## src/rtl/id_ex_reg_if.sv

```systemverilog
// ID->EX pipeline bundle: ID-stage values in, registered EX-stage copies out.
interface id_ex_reg_if #(parameter int CNT_W = 16);
  logic              RegDst_in,  ALUSrc_in,  MemToReg_in, RegWrite_in, MemRead_in;
  logic              MemWrite_in, Branch_in, Bne_in,      Jump_in;
  logic [1:0]        ALUOp_in,   Jdes_sel_in;
  logic [2:0]        trunk_mode_in;
  logic [31:0]       pc_plus4_in, read_data1_in, read_data2_in, sign_ext_in;
  logic [4:0]        rs_in, rt_in, rd_in;
  logic [5:0]        funct_in;

  logic              RegDst_out,  ALUSrc_out,  MemToReg_out, RegWrite_out, MemRead_out;
  logic              MemWrite_out, Branch_out, Bne_out,      Jump_out;
  logic [1:0]        ALUOp_out,   Jdes_sel_out;
  logic [2:0]        trunk_mode_out;
  logic [31:0]       pc_plus4_out, read_data1_out, read_data2_out, sign_ext_out;
  logic [4:0]        rs_out, rt_out, rd_out;
  logic [5:0]        funct_out;
  logic              valid_out;
  logic [CNT_W-1:0]  bubble_count;

  modport master (
    output RegDst_in, ALUSrc_in, MemToReg_in, RegWrite_in, MemRead_in,
           MemWrite_in, Branch_in, Bne_in, Jump_in, ALUOp_in, Jdes_sel_in,
           trunk_mode_in, pc_plus4_in, read_data1_in, read_data2_in,
           sign_ext_in, rs_in, rt_in, rd_in, funct_in,
    input  RegDst_out, ALUSrc_out, MemToReg_out, RegWrite_out, MemRead_out,
           MemWrite_out, Branch_out, Bne_out, Jump_out, ALUOp_out, Jdes_sel_out,
           trunk_mode_out, pc_plus4_out, read_data1_out, read_data2_out,
           sign_ext_out, rs_out, rt_out, rd_out, funct_out,
           valid_out, bubble_count
  );

  modport slave (
    input  RegDst_in, ALUSrc_in, MemToReg_in, RegWrite_in, MemRead_in,
           MemWrite_in, Branch_in, Bne_in, Jump_in, ALUOp_in, Jdes_sel_in,
           trunk_mode_in, pc_plus4_in, read_data1_in, read_data2_in,
           sign_ext_in, rs_in, rt_in, rd_in, funct_in,
    output RegDst_out, ALUSrc_out, MemToReg_out, RegWrite_out, MemRead_out,
           MemWrite_out, Branch_out, Bne_out, Jump_out, ALUOp_out, Jdes_sel_out,
           trunk_mode_out, pc_plus4_out, read_data1_out, read_data2_out,
           sign_ext_out, rs_out, rt_out, rd_out, funct_out,
           valid_out, bubble_count
  );
endinterface

```

## src/rtl/id_ex_reg.sv

```systemverilog
// ID/EX pipeline register: load, stall (hold) and flush (bubble insertion),
// with a saturating count of inserted bubbles.
module id_ex_reg #(
  parameter int CNT_W = 16
) (
  input  logic        clk,
  input  logic        reset,
  input  logic        stall,
  input  logic        flush,
  id_ex_reg_if.slave  bus
);

  // Flush takes priority over stall so a bubble is always inserted.
  always_ff @(posedge clk or posedge reset) begin
    if (reset) begin
      bus.RegDst_out     <= 1'b0;
      bus.ALUSrc_out     <= 1'b0;
      bus.MemToReg_out   <= 1'b0;
      bus.RegWrite_out   <= 1'b0;
      bus.MemRead_out    <= 1'b0;
      bus.MemWrite_out   <= 1'b0;
      bus.Branch_out     <= 1'b0;
      bus.Bne_out        <= 1'b0;
      bus.Jump_out       <= 1'b0;
      bus.ALUOp_out      <= '0;
      bus.Jdes_sel_out   <= '0;
      bus.trunk_mode_out <= '0;
      bus.pc_plus4_out   <= '0;
      bus.read_data1_out <= '0;
      bus.read_data2_out <= '0;
      bus.sign_ext_out   <= '0;
      bus.rs_out         <= '0;
      bus.rt_out         <= '0;
      bus.rd_out         <= '0;
      bus.funct_out      <= '0;
      bus.valid_out      <= 1'b0;
      bus.bubble_count   <= '0;
    end else if (flush) begin
      bus.RegDst_out     <= 1'b0;
      bus.ALUSrc_out     <= 1'b0;
      bus.MemToReg_out   <= 1'b0;
      bus.RegWrite_out   <= 1'b0;
      bus.MemRead_out    <= 1'b0;
      bus.MemWrite_out   <= 1'b0;
      bus.Branch_out     <= 1'b0;
      bus.Bne_out        <= 1'b0;
      bus.Jump_out       <= 1'b0;
      bus.ALUOp_out      <= '0;
      bus.Jdes_sel_out   <= '0;
      bus.trunk_mode_out <= '0;
      bus.pc_plus4_out   <= '0;
      bus.read_data1_out <= '0;
      bus.read_data2_out <= '0;
      bus.sign_ext_out   <= '0;
      bus.rs_out         <= '0;
      bus.rt_out         <= '0;
      bus.rd_out         <= '0;
      bus.funct_out      <= '0;
      bus.valid_out      <= 1'b0;
      if (bus.bubble_count != '1)
        bus.bubble_count <= bus.bubble_count + 1'b1;
    end else if (!stall) begin
      bus.RegDst_out     <= bus.RegDst_in;
      bus.ALUSrc_out     <= bus.ALUSrc_in;
      bus.MemToReg_out   <= bus.MemToReg_in;
      bus.RegWrite_out   <= bus.RegWrite_in;
      bus.MemRead_out    <= bus.MemRead_in;
      bus.MemWrite_out   <= bus.MemWrite_in;
      bus.Branch_out     <= bus.Branch_in;
      bus.Bne_out        <= bus.Bne_in;
      bus.Jump_out       <= bus.Jump_in;
      bus.ALUOp_out      <= bus.ALUOp_in;
      bus.Jdes_sel_out   <= bus.Jdes_sel_in;
      bus.trunk_mode_out <= bus.trunk_mode_in;
      bus.pc_plus4_out   <= bus.pc_plus4_in;
      bus.read_data1_out <= bus.read_data1_in;
      bus.read_data2_out <= bus.read_data2_in;
      bus.sign_ext_out   <= bus.sign_ext_in;
      bus.rs_out         <= bus.rs_in;
      bus.rt_out         <= bus.rt_in;
      bus.rd_out         <= bus.rd_in;
      bus.funct_out      <= bus.funct_in;
      bus.valid_out      <= 1'b1;
    end
  end

endmodule

```

## src/flat_wrapper.sv

```systemverilog
// flat-port wrapper written by rule: the top's interface ports become plain ports
module id_ex_reg_flat 
#(
  parameter int CNT_W = 16
)
  (clk, reset, stall, flush, bus_RegDst_in, bus_ALUSrc_in, bus_MemToReg_in, bus_RegWrite_in, bus_MemRead_in, bus_MemWrite_in, bus_Branch_in, bus_Bne_in, bus_Jump_in, bus_ALUOp_in, bus_Jdes_sel_in, bus_trunk_mode_in, bus_pc_plus4_in, bus_read_data1_in, bus_read_data2_in, bus_sign_ext_in, bus_rs_in, bus_rt_in, bus_rd_in, bus_funct_in, bus_RegDst_out, bus_ALUSrc_out, bus_MemToReg_out, bus_RegWrite_out, bus_MemRead_out, bus_MemWrite_out, bus_Branch_out, bus_Bne_out, bus_Jump_out, bus_ALUOp_out, bus_Jdes_sel_out, bus_trunk_mode_out, bus_pc_plus4_out, bus_read_data1_out, bus_read_data2_out, bus_sign_ext_out, bus_rs_out, bus_rt_out, bus_rd_out, bus_funct_out, bus_valid_out, bus_bubble_count);
  id_ex_reg_if #(.CNT_W(CNT_W)) bus_i ();
  input  logic clk;
  input  logic reset;
  input  logic stall;
  input  logic flush;
  input wire logic [$bits(bus_i.RegDst_in)-1:0] bus_RegDst_in;
  input wire logic [$bits(bus_i.ALUSrc_in)-1:0] bus_ALUSrc_in;
  input wire logic [$bits(bus_i.MemToReg_in)-1:0] bus_MemToReg_in;
  input wire logic [$bits(bus_i.RegWrite_in)-1:0] bus_RegWrite_in;
  input wire logic [$bits(bus_i.MemRead_in)-1:0] bus_MemRead_in;
  input wire logic [$bits(bus_i.MemWrite_in)-1:0] bus_MemWrite_in;
  input wire logic [$bits(bus_i.Branch_in)-1:0] bus_Branch_in;
  input wire logic [$bits(bus_i.Bne_in)-1:0] bus_Bne_in;
  input wire logic [$bits(bus_i.Jump_in)-1:0] bus_Jump_in;
  input wire logic [$bits(bus_i.ALUOp_in)-1:0] bus_ALUOp_in;
  input wire logic [$bits(bus_i.Jdes_sel_in)-1:0] bus_Jdes_sel_in;
  input wire logic [$bits(bus_i.trunk_mode_in)-1:0] bus_trunk_mode_in;
  input wire logic [$bits(bus_i.pc_plus4_in)-1:0] bus_pc_plus4_in;
  input wire logic [$bits(bus_i.read_data1_in)-1:0] bus_read_data1_in;
  input wire logic [$bits(bus_i.read_data2_in)-1:0] bus_read_data2_in;
  input wire logic [$bits(bus_i.sign_ext_in)-1:0] bus_sign_ext_in;
  input wire logic [$bits(bus_i.rs_in)-1:0] bus_rs_in;
  input wire logic [$bits(bus_i.rt_in)-1:0] bus_rt_in;
  input wire logic [$bits(bus_i.rd_in)-1:0] bus_rd_in;
  input wire logic [$bits(bus_i.funct_in)-1:0] bus_funct_in;
  output wire logic [$bits(bus_i.RegDst_out)-1:0] bus_RegDst_out;
  output wire logic [$bits(bus_i.ALUSrc_out)-1:0] bus_ALUSrc_out;
  output wire logic [$bits(bus_i.MemToReg_out)-1:0] bus_MemToReg_out;
  output wire logic [$bits(bus_i.RegWrite_out)-1:0] bus_RegWrite_out;
  output wire logic [$bits(bus_i.MemRead_out)-1:0] bus_MemRead_out;
  output wire logic [$bits(bus_i.MemWrite_out)-1:0] bus_MemWrite_out;
  output wire logic [$bits(bus_i.Branch_out)-1:0] bus_Branch_out;
  output wire logic [$bits(bus_i.Bne_out)-1:0] bus_Bne_out;
  output wire logic [$bits(bus_i.Jump_out)-1:0] bus_Jump_out;
  output wire logic [$bits(bus_i.ALUOp_out)-1:0] bus_ALUOp_out;
  output wire logic [$bits(bus_i.Jdes_sel_out)-1:0] bus_Jdes_sel_out;
  output wire logic [$bits(bus_i.trunk_mode_out)-1:0] bus_trunk_mode_out;
  output wire logic [$bits(bus_i.pc_plus4_out)-1:0] bus_pc_plus4_out;
  output wire logic [$bits(bus_i.read_data1_out)-1:0] bus_read_data1_out;
  output wire logic [$bits(bus_i.read_data2_out)-1:0] bus_read_data2_out;
  output wire logic [$bits(bus_i.sign_ext_out)-1:0] bus_sign_ext_out;
  output wire logic [$bits(bus_i.rs_out)-1:0] bus_rs_out;
  output wire logic [$bits(bus_i.rt_out)-1:0] bus_rt_out;
  output wire logic [$bits(bus_i.rd_out)-1:0] bus_rd_out;
  output wire logic [$bits(bus_i.funct_out)-1:0] bus_funct_out;
  output wire logic [$bits(bus_i.valid_out)-1:0] bus_valid_out;
  output wire logic [$bits(bus_i.bubble_count)-1:0] bus_bubble_count;
  assign bus_i.RegDst_in = bus_RegDst_in;
  assign bus_i.ALUSrc_in = bus_ALUSrc_in;
  assign bus_i.MemToReg_in = bus_MemToReg_in;
  assign bus_i.RegWrite_in = bus_RegWrite_in;
  assign bus_i.MemRead_in = bus_MemRead_in;
  assign bus_i.MemWrite_in = bus_MemWrite_in;
  assign bus_i.Branch_in = bus_Branch_in;
  assign bus_i.Bne_in = bus_Bne_in;
  assign bus_i.Jump_in = bus_Jump_in;
  assign bus_i.ALUOp_in = bus_ALUOp_in;
  assign bus_i.Jdes_sel_in = bus_Jdes_sel_in;
  assign bus_i.trunk_mode_in = bus_trunk_mode_in;
  assign bus_i.pc_plus4_in = bus_pc_plus4_in;
  assign bus_i.read_data1_in = bus_read_data1_in;
  assign bus_i.read_data2_in = bus_read_data2_in;
  assign bus_i.sign_ext_in = bus_sign_ext_in;
  assign bus_i.rs_in = bus_rs_in;
  assign bus_i.rt_in = bus_rt_in;
  assign bus_i.rd_in = bus_rd_in;
  assign bus_i.funct_in = bus_funct_in;
  assign bus_RegDst_out = bus_i.RegDst_out;
  assign bus_ALUSrc_out = bus_i.ALUSrc_out;
  assign bus_MemToReg_out = bus_i.MemToReg_out;
  assign bus_RegWrite_out = bus_i.RegWrite_out;
  assign bus_MemRead_out = bus_i.MemRead_out;
  assign bus_MemWrite_out = bus_i.MemWrite_out;
  assign bus_Branch_out = bus_i.Branch_out;
  assign bus_Bne_out = bus_i.Bne_out;
  assign bus_Jump_out = bus_i.Jump_out;
  assign bus_ALUOp_out = bus_i.ALUOp_out;
  assign bus_Jdes_sel_out = bus_i.Jdes_sel_out;
  assign bus_trunk_mode_out = bus_i.trunk_mode_out;
  assign bus_pc_plus4_out = bus_i.pc_plus4_out;
  assign bus_read_data1_out = bus_i.read_data1_out;
  assign bus_read_data2_out = bus_i.read_data2_out;
  assign bus_sign_ext_out = bus_i.sign_ext_out;
  assign bus_rs_out = bus_i.rs_out;
  assign bus_rt_out = bus_i.rt_out;
  assign bus_rd_out = bus_i.rd_out;
  assign bus_funct_out = bus_i.funct_out;
  assign bus_valid_out = bus_i.valid_out;
  assign bus_bubble_count = bus_i.bubble_count;
  id_ex_reg #(.CNT_W(CNT_W)) u_core (.clk(clk), .reset(reset), .stall(stall), .flush(flush), .bus(bus_i));
endmodule
```

## config.mk

```make
export PLATFORM = sky130hd
export DESIGN_NAME = id_ex_reg_flat
export DESIGN_NICKNAME = d
export VERILOG_FILES = /design/src/rtl/id_ex_reg_if.sv /design/src/rtl/id_ex_reg.sv /design/src/flat_wrapper.sv
export SDC_FILE = /design/constraint.sdc
export NUM_CORES = 1
export LEC_CHECK = 0
export CAP_MARGIN = 20
export CELL_PAD_IN_SITES_DETAIL_PLACEMENT = 0
export CELL_PAD_IN_SITES_GLOBAL_PLACEMENT = 1
export CORE_MARGIN = 3
export CORE_UTILIZATION = 31
export CTS_CLUSTER_DIAMETER = 30
export DETAILED_ROUTE_END_ITERATION = 7
export PLACE_DENSITY_LB_ADDON = 0.05
export SLEW_MARGIN = 20
export SYNTH_ARGS = -nofsm -noshare
export SYNTH_HDL_FRONTEND = slang
export SYNTH_SLANG_ARGS = --single-unit
```

## constraint.sdc

```tcl
create_clock -name clk -period 8.9 [get_ports clk]
set_input_delay 1.78 -clock clk [delete_from_list [all_inputs] [get_ports clk]]
set_output_delay 1.78 -clock clk [all_outputs]
set_load 0.03 [all_outputs]
```

==> results of run 1 <==
## worst min path at each step
stage                                          endpoint                          start
after floorplan                    u_core.bus.valid_out           u_core.bus.valid_out
after global placement      u_core.bus.bubble_count[15]    u_core.bus.bubble_count[15]
after detailed placement     u_core.bus.bubble_count[7]     u_core.bus.bubble_count[7]
after CTS                          u_core.bus.valid_out           u_core.bus.valid_out
after global routing        u_core.bus.bubble_count[15]    u_core.bus.bubble_count[15]
final                     u_core.bus.read_data1_out[22]  u_core.bus.read_data1_out[22]
## power by group through the flow
stage	sequential, W	combinational, W	clock, W
6_report	0.000931	0.000474	0.000753
5_1_grt	0.000939	0.000504	0.000813
4_1_cts	0.000930	0.000479	0.000779
3_5_place_dp	0.000945	0.000478	0
3_3_place_gp	0.000944	0.000472	0
2_1_floorplan	0.00105	0.000131	0
## kinds of logic (layout without fill, tap and decap cells)
family                     count (synthesis)  in the layout  share of synthesized area, %
and+or+nand+nor                          195            195                         11.14
DFF                                      182            182                         61.55
xor gates and xnor gates                  11             11                         1.302
other                                      0              3                             0
adders and majority gates                  1              1                        0.1691
buffers and inverters                     42            390                         2.519
muxes                                    167            167                         22.67
AOI/OAI and AO/OA                          8              8                        0.6425
## registers in the layout, indices dropped and copies added, names as in the netlist, 3 cells and up
name and cells:
u_core.bus.pc_plus4_out 32, u_core.bus.funct_out 6, u_core.bus.read_data2_out 32, u_core.bus.sign_ext_out 32, u_core.bus.rs_out 5, u_core.bus.bubble_count 16
u_core.bus.read_data1_out 32, u_core.bus.rt_out 5, u_core.bus.trunk_mode_out 3, u_core.bus.rd_out 5
## cells in the final DEF (no fill, tap or decap), types with 2 or more instances in the layout
cell             synthesis  final
clkdlybuf4s50_1          0    348
dfrtp_1                182    182
mux2i_1                165    165
nor2_1                 165    165
clkbuf_16                0     17
xor2_1                   6      6
xnor2_1                  5      5
inv_6                    0      5
nand3_1                  4      4
nand4_1                  4      4
buf_4                    0      4
diode_2                  0      3
inv_1                    4      3
a21oi_1                  3      3
o21ai_0                  3      3
nand2_1                  3      3
nor3_1                   3      3
clkinvlp_4               0      3
clkinv_4                 0      2
and2_1                   2      2
and3_1                   2      2
nor4_1                   2      2
nor4b_1                  2      2
bufinv_16                0      2
clkinv_2                 0      2
clkbuf_1                17      2
## routing by layer
metal	vias to the layer above	part of all wire, %
li1	2704	-
met3	23	7.3
met1	2769	40
met4	2	2.0
met5	-	0.058
met2	208	50
## metrics by stage
stage | setup slack, ns | cells | util [%] | area, um^2 | power (W)
floorplan | 2.176 | 606 | - | 7400 | 0.001184
global placement | 4.862 | 1234 | 48.38 | 11150 | 0.001416
detailed placement | 4.782 | 1234 | 48.38 | 11150 | 0.001423
CTS | 5.252 | 1266 | 50.89 | 11730 | 0.002188
global route | 5.124 | 1270 | 51.04 | 11770 | 0.002256
finish | 5.281 | 1270 | 51.04 | 11770 | 0.002157
## synth_stat cells, types with 3 or more instances
| library cell | count | area share, % |
|---|---|---|
| a21oi_1 | 3 | 0.20 |
| buf_2 | 17 | 1.1 |
| nor3_1 | 3 | 0.20 |
| xor2_1 | 6 | 0.71 |
| nand3_1 | 4 | 0.27 |
| nor2_1 | 165 | 8.4 |
| xnor2_1 | 5 | 0.59 |
| mux2i_1 | 165 | 22 |
| clkbuf_1 | 17 | 0.86 |
| dfrtp_1 | 182 | 62 |
| o21ai_0 | 3 | 0.20 |
| nand2_1 | 3 | 0.15 |
| nand4_1 | 4 | 0.34 |
| inv_1 | 4 | 0.20 |
| buf_1 | 3 | 0.15 |
## area by class of cell
cell class              instances  area (um^2)  area share, %
diodes                          3        7.507        0.06380
well taps                     313        391.6          3.328
clock buffers                  19        432.9          3.679
flip-flops and latches        182         4554          38.71
multi-input cells             382         2659          22.60
repair buffers                354         3556          30.22
clock inverters                13        145.1          1.234
inverters                       4        20.02         0.1701
## critical path, stage by stage
cell     delay [ns]
buf_8          0.73
buf_4          0.91
mux2i_1        0.30
nor2_1         0.07
==> impl_results.md, run 1 <==
- Crit Path Class: in -> reg
- Setup crit start: stall
- Clock power share: a little over a third
- Comb power frac: 22.0%
- IO Count: roughly 350
- Post-Syn Area per Cell: 12.21 um^2
- Die Wd: 160.5 um
- Worst-path maximum fanout: about 110
- Top Usage Layer GRT: met2
- Crit path launch type: input pin
- Port Buf Inserts: 350
- Yosys cell types: 33
- Vias in the first global route: roughly 6k
- Total vias in the final route: roughly 5.7k
- Slew Limit Fails: 0
- Routed WL per cell: 17.70 um
- Total GRT Usage: between 15 and 20%
- Post-CTS resize count: 0
- Postcts setup bufs: 0
- Net Sw Power: 0.0006304 W
- Die height: 160.5 um
- Fmax: 276.3 MHz
- Hpwl dp: between 15000 and 20000 um
- Worst Path Required: about 9.2 ns
- Hold buffer count at CTS: 0
- Predominant post-synthesis flop cell: dfrtp_1
- Hold Path Depth: 2
- Number of vias per cell: around 4.5
- Largest net degree at the start of global routing: around 110
- Fill cells: roughly 2.0k
- Floorplan row count: 55
- Antenna violations before repair: 4
- Final WL: ~22000 um
- Drt pass-1 iters: 6
- Grt met2 use: between 20% and 30%
- Tmin final: around 3.6 ns
- Clk pin slew, worst setup/hold paths: 0.07 ns
- Sequential share of the synthesized area: between 60% and 70%
- Die ar.: about 26000 um^2
- Max H-tree Level: 4
- RSZ-0062 raised after global routing: no
- Endpoints failing setup: 0
- Syn nets: around 780
- CP endpoint: u_core.bus.read_data1_out[24]
- Critical R2R Capture: u_core.bus.bubble_count[1]
- GR Overflow Total: 0
- Final setup TNS: 0 ns
- Measured slew at the worst slew-check pin: around 1.1 ns
- Worst reg2reg path depth: 4
- Hold WS: roughly 0.52 ns
- P_int: approximately 0.0015 W
- Crit path capture type: flip-flop
- Share of layout cells above drive strength 1: about 4.7%
- TritonCTS Buffers: 17
- Power Density: ~180 nW/um^2
- Skew final: approximately 0.0077 ns
- Part of the power in registers: 43.1%
- DRC Markers: 0
- Final period util: roughly 41%
- Met1 Use GR: 20.82%
- Final #Nets: about 1.1k
- Global-route wire length before repair: between 30000 and 40000 um
- Core area: 23050 um^2
- Final Hold Violating Endpoints: 0
- Reg-to-reg startpoint: u_core.bus.bubble_count[4]
- Maximum VDD drop: around 0.12 mV
- CTS tree: built
- Worst reg-to-reg setup slack: 7.11 ns
- Switch share: roughly 29%
- ANT nets after route: 0
- Maximum clock path buffer count: 2
- EDFF count, synth: 0
- Post-synthesis register bit count: approximately 180
- Area added between synthesis and finish: 59.01%
- Async set-or-reset flop fraction in the synthesized netlist: between 90% and 100%
- Max-cap violations: 0
- CP arrival: around 3.9 ns
- Root buffer cell: clkbuf_16
- Starting density of the core: between 30% and 40%
- Initial DRC Count: 255
- Clock Sinks: 182
- Leak pwr: about 5.5 nW
- Syn Inst Count: ~610
- Warnings from Yosys: 0
- Final Wtd Congestion: between 0.7 and 0.8
- Rel. slew slack: between 20 and 30%
- Post-synth design cell area: 7400 um^2
- HP Class: reg -> reg
- Status: completed
- Worst skew pair latency: approximately 0.42 ns
- Met3 Use GR: 5.081%
(Power assumes the default switching activity.)
==> run 2, diff against run 1 <==
Clock period 8.9 ns to 3.8 ns, I/O delays scaled along.
==> impl_results.md, run 2 (synthesis results as in run 1) <==
- Fill cells: 2069 (+1.6%)
- Min-Delay Endpoint: u_core.bus.bubble_count[15]
- Max-cap violations: 0 (unchanged)
- Root buffer cell: clkbuf_16
- Total vias in the final route: 5741 (+0.61%)
- Hpwl dp: 16570 um (+3.4%)
- Post-Place Cells: 1238 (+0.32%)
- GR Overflow Total: 0 (unchanged)
- Largest net degree at the start of global routing: 143 (+31%)
- Final WL: 22640 um (+0.68%)
- Worst Setup Slack, final: 1.437 ns (-3.844 ns)
- HP Class: reg -> reg
- RSZ-0062 raised after global routing: no
- Status: completed
- Die ar.: 25760 um^2 (unchanged)
- Setup crit start: u_core.bus.bubble_count[8]
- Die Wd: 160.5 um (unchanged)
- Fmax: roughly 420 MHz
- Maximum clock path buffer count: 2 (unchanged)
- Post-CTS resize count: 0 (unchanged)
- Worst-path maximum fanout: 6 (-94%)
- TritonCTS Buffers: 17 (unchanged)
- Hold buffer count at CTS: 0 (unchanged)
- Slowest cell on the critical path: clkdlybuf4s50_1
- Hold Path Depth: 1 (-1)
- Rel. slew slack: 47.91% (+18 points)
- Initial DRC Count: 287 (+13%)
- Most common cell after layout, fill and taps aside: clkdlybuf4s50_1
- Leak pwr: 5.498 nW (+0.49%)
- Slew Limit Fails: 0 (unchanged)
- Routed WL per cell: 17.81 um (+0.60%)
- Final period util: between 60% and 70%
- Fin cells: 1271 (+0.079%)
- Port Buf Inserts: 350 (unchanged)
- Critical R2R Capture: u_core.bus.bubble_count[11]
- Max H-tree Level: 4 (unchanged)
- Measured slew at the worst slew-check pin: 0.7814 ns (-0.2693 ns)
- Crit path launch type: flip-flop
- CP arrival: 1.60 ns (-2.29 ns)
- Skew final: 0.007177 ns (-0.0005330 ns)
- Drt pass-1 iters: 4 (-2)
- Endpoints failing setup: 0 (unchanged)
- Global-route wire length before repair: 35310 um (+1.5%)
- IO Count: 351 (unchanged)
- Tmin final: around 2.4 ns
- Final Hold Violating Endpoints: 0 (unchanged)
- Critical hold path startpoint: u_core.bus.bubble_count[15]
- Number of vias per cell: 4.517 (+0.53%)
- DRC Markers: 0 (unchanged)
- Total GRT Usage: 17.38% (+0.21 points)
- Share of layout cells above drive strength 1: 5.120% (+0.40 points)
- Worst skew pair latency: 0.42 ns (about the same)
- Starting density of the core: 32.10% (unchanged)
- CTS tree: built
- WP buf/inv: 1 (-1)
- Vias in the first global route: 6096 (+1.6%)
- Worst Path Required: 3.04 ns (-6.13 ns)
- Crit path capture type: primary output
- Final #Nets: 1114 (+0.27%)
- Clock Sinks: 182 (unchanged)
- Clk pin slew, worst setup/hold paths: 0.06 ns (about the same)
- Die height: 160.5 um (unchanged)
- Floorplan row count: 55 (unchanged)
- Most frequent cells in the layout: 348 x clkdlybuf4s50_1, 182 x dfrtp_1, 165 x mux2i_1, 165 x nor2_1, 17 x clkbuf_16
- Final setup TNS: 0 ns (unchanged)
- Worst reg2reg path depth: 4 (unchanged)
- Worst reg-to-reg setup slack: 1.97 ns (-5.14 ns)
- Crit Path Class: reg -> out
- Antenna violations before repair: 1 (-3)
- Area added between synthesis and finish: 59.65%
- ANT nets after route: 0 (unchanged)
- Reg-to-reg startpoint: u_core.bus.bubble_count[12]
- Postcts setup bufs: 0 (unchanged)
- Pre-CTS setup slack: 1.487 ns (-3.295 ns)
- Worst-path cell chain: clkdlybuf4s50_1
- CP peak stage delay: 0.73 ns (-0.18 ns)
- Maximum VDD drop: 0.2603 mV (+110%)
- Final Wtd Congestion: 0.8035 (+3.8%)
- Final Power: 0.005037 W (+130%)
- Dominant delay contributor by cell family on the critical path: buffers and inverters
- Power Density: 426.4 nW/um^2 (+130%)
- Core area: 23050 um^2 (unchanged)
==> run 2: cell count changes in the layout (fill, tap and decap cells not counted) <==
cell / delta
clkinv_2: -1
buf_16: -1
clkbuf_1: -1
inv_8: +3
clkinv_4: -1
bufinv_16: -1
buf_12: +4
clkbuf_8: +1
diode_2: -2
==> run 2: metrics by stage <==
step / area (um^2) / hold slack [ns] / utilization, %
after floorplan: 7403 / 0.6551 / -
after global placement: 11230 / 0.4966 / 48.72
after detailed placement: 11230 / 0.4946 / 48.72
after CTS: 11810 / 0.5074 / 51.23
after global routing: 11810 / 0.5343 / 51.25
final: 11810 / 0.5052 / 51.25
==> run 2: area by class of cell <==
class | instances | area, um^2 | share of cell area (%)
antenna | 1 | 2.502 | 0.02118
timing repair buffer | 357 | 3608 | 30.54
multi-input combinational | 382 | 2659 | 22.51
sequential | 182 | 4554 | 38.55
inverter | 4 | 18.77 | 0.1589
clock inverter | 13 | 136.4 | 1.154
tap | 313 | 391.6 | 3.315
clock buffer | 19 | 442.9 | 3.749
==> run 2: routing by layer <==
metal  track usage (%)  share of wire [%]  vias up
met2             30.15                 51      211
met4             4.970                1.7        0
met5                 0                  0        -
li1                  -                  -     2693
met3             6.036                8.0       20
met1             20.41                 39     2817
==> run 2: worst max path at each step <==
stage                     slack (ns)  cells past startpoint                      endpoint
after global placement          1.54                      4  u_core.bus.trunk_mode_out[2]
after floorplan                 0.70                      1       u_core.bus.ALUOp_out[0]
after detailed placement        1.49                      4   u_core.bus.sign_ext_out[22]
final                           1.44                      1           bus_bubble_count[8]
after global routing            1.35                      1           bus_bubble_count[8]
after CTS                       1.40                      1           bus_bubble_count[8]
==> run 2: report_power, final <==
part           switching [W]  internal (W)
Combinational       0.000591      0.000527
Sequential          0.000103       0.00207
Clock               0.000798      0.000946
Total                0.00149       0.00354
